**config.mk**
```make
export PLATFORM = sky130hd
export DESIGN_NAME = mac_result_drain_flat
export DESIGN_NICKNAME = d
export VERILOG_FILES = /design/src/rtl/mac_result_drain_if.sv /design/src/rtl/mac_result_drain.sv /design/src/flat_wrapper.sv
export SDC_FILE = /design/constraint.sdc
export NUM_CORES = 1
export LEC_CHECK = 0
export ABC_AREA = 1
export CORE_MARGIN = 2
export CORE_UTILIZATION = 37
export CTS_BUF_LIST = sky130_fd_sc_hd__clkbuf_4
export DETAILED_ROUTE_END_ITERATION = 6
export RECOVER_POWER = 50
export SLEW_MARGIN = 10
export SYNTH_ARGS = -nofsm -noshare
export SYNTH_HDL_FRONTEND = slang
export SYNTH_SLANG_ARGS = --single-unit
```
**constraint.sdc**
```tcl
create_clock -name clk -period 5.7 [get_ports clk]
set_clock_uncertainty 0.2 [all_clocks]
set_input_delay 1.14 -clock clk [delete_from_list [all_inputs] [get_ports clk]]
set_output_delay 1.14 -clock clk [all_outputs]
set_load 0.02 [all_outputs]
```
**src/rtl/mac_result_drain_if.sv**
```systemverilog
// Result-drain bus: per-MAC result capture inputs, flush, and the lane-serial output stream.
// master is the producer/consumer side, slave is the drain block.
interface mac_result_drain_if #(
  parameter int ACC_W  = 16,
  parameter int N_MACS = 4,
  parameter int DEPTH  = 4
);
  localparam int CW = $clog2(DEPTH + 1);

  logic signed [ACC_W-1:0] acc_in_0;
  logic signed [ACC_W-1:0] acc_in_1;
  logic signed [ACC_W-1:0] acc_in_2;
  logic signed [ACC_W-1:0] acc_in_3;
  logic [N_MACS-1:0]       valid_in;
  logic                    flush;
  logic signed [ACC_W-1:0] m_data;
  logic [1:0]              m_lane;
  logic                    m_last;
  logic                    m_valid;
  logic                    m_ready;
  logic                    stall;
  logic                    err_overrun;
  logic [CW-1:0]           frame_cnt;

  modport master (
    output acc_in_0, acc_in_1, acc_in_2, acc_in_3, valid_in, flush, m_ready,
    input  m_data, m_lane, m_last, m_valid, stall, err_overrun, frame_cnt
  );

  modport slave (
    input  acc_in_0, acc_in_1, acc_in_2, acc_in_3, valid_in, flush, m_ready,
    output m_data, m_lane, m_last, m_valid, stall, err_overrun, frame_cnt
  );
endinterface

```
**src/rtl/mac_result_drain.sv**
```systemverilog
// Gathers the four MAC results into frames, queues them in a small FIFO and
// streams them out one lane per beat; flags results that overwrite undrained ones.
module mac_result_drain #(
  parameter int ACC_W  = 16,
  parameter int N_MACS = 4,
  parameter int DEPTH  = 4
) (
  input logic              clk,
  input logic              rst,
  mac_result_drain_if.slave bus
);
  localparam int AW = $clog2(DEPTH);
  localparam int CW = $clog2(DEPTH + 1);

  logic signed [ACC_W-1:0] acc [N_MACS];
  logic signed [ACC_W-1:0] cap [N_MACS];
  logic signed [ACC_W-1:0] mem [DEPTH][N_MACS];
  logic [N_MACS-1:0]       pend;
  logic [N_MACS-1:0]       ovr;
  logic [AW-1:0]           wptr;
  logic [AW-1:0]           rptr;
  logic [CW-1:0]           cnt;
  logic [CW-1:0]           cnt_next;
  logic                    full;
  logic                    empty;
  logic [1:0]              beat;
  logic                    err;
  logic                    all_pend;
  logic                    hs;
  logic                    pop;
  logic                    push;

  assign acc[0] = bus.acc_in_0;
  assign acc[1] = bus.acc_in_1;
  assign acc[2] = bus.acc_in_2;
  assign acc[3] = bus.acc_in_3;

  // A full FIFO can still accept a frame when the head frame's last beat leaves this cycle.
  always_comb begin
    all_pend = &pend;
    hs       = !empty && bus.m_ready;
    pop      = hs && (beat == 2'd3);
    push     = all_pend && (!full || pop);
    cnt_next = cnt;
    if (push && !pop)
      cnt_next = cnt + CW'(1);
    else if (pop && !push)
      cnt_next = cnt - CW'(1);
  end

  for (genvar g = 0; g < N_MACS; g++) begin : g_lane
    assign ovr[g] = bus.valid_in[g] && pend[g] && !push && !bus.flush;

    always_ff @(posedge clk) begin
      if (rst) begin
        pend[g] <= 1'b0;
        cap[g]  <= '0;
      end else if (bus.flush) begin
        pend[g] <= 1'b0;
      end else if (bus.valid_in[g]) begin
        pend[g] <= 1'b1;
        cap[g]  <= acc[g];
      end else if (push) begin
        pend[g] <= 1'b0;
      end
    end
  end

  always_ff @(posedge clk) begin
    if (rst)
      err <= 1'b0;
    else if (|ovr)
      err <= 1'b1;
  end

  always_ff @(posedge clk) begin
    if (!rst && !bus.flush && push) begin
      mem[wptr][0] <= cap[0];
      mem[wptr][1] <= cap[1];
      mem[wptr][2] <= cap[2];
      mem[wptr][3] <= cap[3];
    end
  end

  always_ff @(posedge clk) begin
    if (rst || bus.flush) begin
      wptr  <= '0;
      rptr  <= '0;
      cnt   <= '0;
      full  <= 1'b0;
      empty <= 1'b1;
      beat  <= 2'd0;
    end else begin
      if (push)
        wptr <= wptr + AW'(1);
      if (pop)
        rptr <= rptr + AW'(1);
      if (hs)
        beat <= beat + 2'd1;
      cnt   <= cnt_next;
      full  <= (cnt_next == CW'(DEPTH));
      empty <= (cnt_next == '0);
    end
  end

  // beat is always 0 while empty, so lane/last fall to 0 without extra gating.
  assign bus.m_valid     = !empty;
  assign bus.m_data      = empty ? '0 : mem[rptr][beat];
  assign bus.m_lane      = beat;
  assign bus.m_last      = (beat == 2'd3);
  assign bus.stall       = all_pend && !push;
  assign bus.err_overrun = err;
  assign bus.frame_cnt   = cnt;
endmodule

```
**src/flat_wrapper.sv**
```systemverilog
// flat-port wrapper written by rule: the top's interface ports become plain ports
module mac_result_drain_flat 
#(
  parameter int ACC_W  = 16,
  parameter int N_MACS = 4,
  parameter int DEPTH  = 4
)
  (clk, rst, bus_acc_in_0, bus_acc_in_1, bus_acc_in_2, bus_acc_in_3, bus_valid_in, bus_flush, bus_m_ready, bus_m_data, bus_m_lane, bus_m_last, bus_m_valid, bus_stall, bus_err_overrun, bus_frame_cnt);
  mac_result_drain_if #(.ACC_W(ACC_W), .N_MACS(N_MACS), .DEPTH(DEPTH)) bus_i ();
  input logic clk;
  input logic rst;
  input wire logic [$bits(bus_i.acc_in_0)-1:0] bus_acc_in_0;
  input wire logic [$bits(bus_i.acc_in_1)-1:0] bus_acc_in_1;
  input wire logic [$bits(bus_i.acc_in_2)-1:0] bus_acc_in_2;
  input wire logic [$bits(bus_i.acc_in_3)-1:0] bus_acc_in_3;
  input wire logic [$bits(bus_i.valid_in)-1:0] bus_valid_in;
  input wire logic [$bits(bus_i.flush)-1:0] bus_flush;
  input wire logic [$bits(bus_i.m_ready)-1:0] bus_m_ready;
  output wire logic [$bits(bus_i.m_data)-1:0] bus_m_data;
  output wire logic [$bits(bus_i.m_lane)-1:0] bus_m_lane;
  output wire logic [$bits(bus_i.m_last)-1:0] bus_m_last;
  output wire logic [$bits(bus_i.m_valid)-1:0] bus_m_valid;
  output wire logic [$bits(bus_i.stall)-1:0] bus_stall;
  output wire logic [$bits(bus_i.err_overrun)-1:0] bus_err_overrun;
  output wire logic [$bits(bus_i.frame_cnt)-1:0] bus_frame_cnt;
  assign bus_i.acc_in_0 = bus_acc_in_0;
  assign bus_i.acc_in_1 = bus_acc_in_1;
  assign bus_i.acc_in_2 = bus_acc_in_2;
  assign bus_i.acc_in_3 = bus_acc_in_3;
  assign bus_i.valid_in = bus_valid_in;
  assign bus_i.flush = bus_flush;
  assign bus_i.m_ready = bus_m_ready;
  assign bus_m_data = bus_i.m_data;
  assign bus_m_lane = bus_i.m_lane;
  assign bus_m_last = bus_i.m_last;
  assign bus_m_valid = bus_i.m_valid;
  assign bus_stall = bus_i.stall;
  assign bus_err_overrun = bus_i.err_overrun;
  assign bus_frame_cnt = bus_i.frame_cnt;
  mac_result_drain #(.ACC_W(ACC_W), .N_MACS(N_MACS), .DEPTH(DEPTH)) u_core (.clk(clk), .rst(rst), .bus(bus_i));
endmodule
```
==> results.py <==
metrics = {
    "status": {
        "status": "finished clean",
    },
    "global_routing": {
        "antenna_found_initial": 2,
        "grt_pass1_wl_um": 50690,
        "grt_pass1_vias": 8948,
        "grt_max_degree": 81,
        "grt_overflow_total": 0,
        "grt_use_total_pct": 17.40,
    },
    "clock_tree": {
        "clkSinkCount": 338,
        "htree_levels": 3,
        "cts_max_path_buffers": 3,
        "clockRootBuffer": "clkbuf_4",
        "clk_pin_slew_worst_paths_ns": 0.06,
        "cts_resized": 0,
        "cts_tree": "built",
        "insertion_delay_ns": 0.73,
        "holdBufCountCts": 0,
        "cts_setup_buffers": 0,
        "cts_buffers": 88,
    },
    "cells_and_area": {
        "layout.cells.non_filler": 1944,
        "final_nets": 1492,
        "syn2layout_area_growth_pct": 18.75,
        "nFillCells": 3385,
        "drive_gt1_share_pct": 10.79,
        "multi_input_area_mm2": 0.003107,
        "layout.area.seq_mm2": 0.009975,
    },
    "route": {
        "wirelength_um": 33390,
        "route.detailed.vias_per_inst": 4.760,
        "num_vias": 9253,
        "dr.pass1.iters": 6,
        "drc": 0,
        "routedWlPerCell_um": 17.17,
        "final_antenna_net_count": 0,
        "drt_iter0_drc": 773,
    },
    "place": {
        "post-place-ws_ns": 1.806,
        "placed_cells": 1791,
        "place_congestion": 0.8104,
        "hpwl_um": 19830,
        "portBuffers": 96,
    },
    "floorplanning": {
        "fp.dieW_um": 197.2,
        "io_pins": 97,
        "rows": 70,
        "fp.dieH_um": 197.2,
        "core_mm2": 0.03670,
        "die_area_mm2": 0.03891,
        "start_util_pct": 37.65,
    },
    "yosys": {
        "syn-instance-count": 1270,
        "yosysMostFrequentCell": "nand2_1",
        "synth_area_leaders": "edfxtp_1 (70%), nand2_1 (12%), nand3_1 (4.6%)",
        "avgSynthCellArea_um2": 10.88,
        "ys_types": 19,
        "syn_area_mm2": 0.01382,
        "synth_seq_cells": 338,
        "synth-main-ff-cell": "edfxtp_1",
        "synth_nets": 1349,
        "async_flop_share_pct": 0,
        "yosysWarnings": 0,
        "yosys.area.top_type": "edfxtp_1",
        "synth_edf_count": 320,
        "yosysTopAreaCellShare_pct": 69.55,
        "seq_area_frac_synth_pct": 72.15,
        "synth_commonest_cells": "nand2_1 (456), edfxtp_1 (320), nand3_1 (126)",
    },
    "power_and_ir_drop": {
        "p_leak_nw": 6.647,
        "power_density_mw_per_mm2": 302.7,
        "power_switching_mw": 1.043,
        "p_clk_share_pct": 41.1,
        "p_seq_share_pct": 56.8,
        "ir_drop_mv": 0.1256,
        "p_int_mw": 3.923,
        "power_mw": 4.966,
        "comb_power_share_pct": 2.1,
        "p_sw_share_pct": 21.01,
    },
    "sta": {
        "slew_headroom_pct": 26.72,
        "fin_ws_ns": 1.106,
        "period_needed_ns": 4.594,
        "finalSetupTns_ns": 0,
        "rsz0062_at_grt": "no",
        "finalMaxSlewViolations": 0,
        "final-hold-violation-count": 0,
        "tightest_slew_ns": 1.097,
        "finalCritPeriodShare_pct": 80.60,
        "whs_ns": 0.2465,
        "max_freq_mhz": 217.7,
        "setup_viol": 0,
    },
    "setup_path": {
        "start_kind": "flip-flop",
        "crit_required_ns": 4.36,
        "arrival_ns": 3.25,
        "end_kind": "primary output",
        "worstSetupPathType": "reg -> out",
        "crit_fanout": 80,
    },
    "flow_run": {
        "drv_cap": 0,
    },
    "hold_path": {
        "min-delay-path-class": "reg -> reg",
    },
}
-- flip-flops by register name (all words and copies together) (netlist names), named ones only --
register and count:
u_core.empty 1, u_core.rptr 2, u_core.mem 256, u_core.bus.frame_cnt 3, u_core.wptr 2, u_core.bus.err_overrun 1
u_core.cap 64, u_core.pend 4, u_core.bus.m_lane 2, u_core.full 1
-- metal layers --
metal  up-vias  global-route usage [%]  part of all wire [%]
met5         -                       0                 0.039
met4         2                   6.099                   2.2
met3        54                   3.927                   6.7
met2       291                   26.98                    47
met1      4404                   24.13                    45
li1       4502                       -                     -
-- stage by stage --
step                      instance area [um2]  utilization (%)
after floorplan                         13820                -
after global placement                  15320            41.75
after detailed placement                15320            41.75
after CTS                               16430            44.76
after global routing                    16410            44.71
final                                   16410            44.71
-- power by group through the flow --
stage	registers [mW]	logic (mW)	clock network [mW]
5_1_grt	2.82	0.115	2.24
4_1_cts	2.82	0.107	2.10
6_report	2.82	0.105	2.04
3_3_place_gp	2.87	0.107	0
3_5_place_dp	2.87	0.107	0
2_1_floorplan	2.85	0.0323	0
-- layout by cell type, fill, tap and decap left out, types with 2 or more instances in the layout --
cell type        instances
clkinv_2                 3
o21ai_0                 21
nand3_1                126
ha_1                     7
clkdlybuf4s50_1         95
nor2_4                   2
buf_4                    9
clkinv_1                14
diode_2                  2
clkbuf_4               131
o211ai_1                 2
nor2_1                 106
clkinvlp_4               2
buf_12                   6
edfxtp_1               320
a21oi_1                 23
xor2_1                   2
inv_1                  124
dfxtp_1                 16
nand2_1                457
-- worst max-delay path: stages (launching register included) --
cell and delay [ns]:
dfxtp_2 0.32, buf_4 0.75, nand3_1 0.15, nand3_1 0.18, nand3_1 0.11, a21oi_1 0.35
clkdlybuf4s50_1 0.68
-- final cells by class --
class / instances / area share, %
timing repair buffer: 112 / 7.024
multi-input combinational: 746 / 18.94
clock inverter: 20 / 0.7397
inverter: 127 / 2.913
clock buffer: 131 / 5.994
sequential: 338 / 60.79
antenna: 2 / 0.03050
tap: 468 / 3.569
-- path summary, 6_finish.rpt --
kind              cells after the start  slack, ns            startpoint                 to
hold / removal                        0       0.25     u_core.cap[1][20]   u_core.mem[2][4]
setup / recovery                      6       1.11             flip-flop      bus_m_data[0]
hold reg to reg                       0       0.25     u_core.cap[1][20]   u_core.mem[2][4]
setup reg to reg                      7       2.74  u_core.bus.m_lane[1]  u_core.mem[0][22]
-- logic make-up (layout without fill, tap and decap cells) --
logic type / Yosys count / in the layout / synth area share (%)
other cells: 0 / 2 / 0
xor+xnor: 2 / 2 / 0.1268
simple gates: 691 / 691 / 19.93
flops: 338 / 338 / 72.15
compound gates: 46 / 46 / 1.730
buf+inv: 186 / 390 / 5.424
fa+ha+maj: 7 / 7 / 0.6339
(Power assumes the default switching activity.)
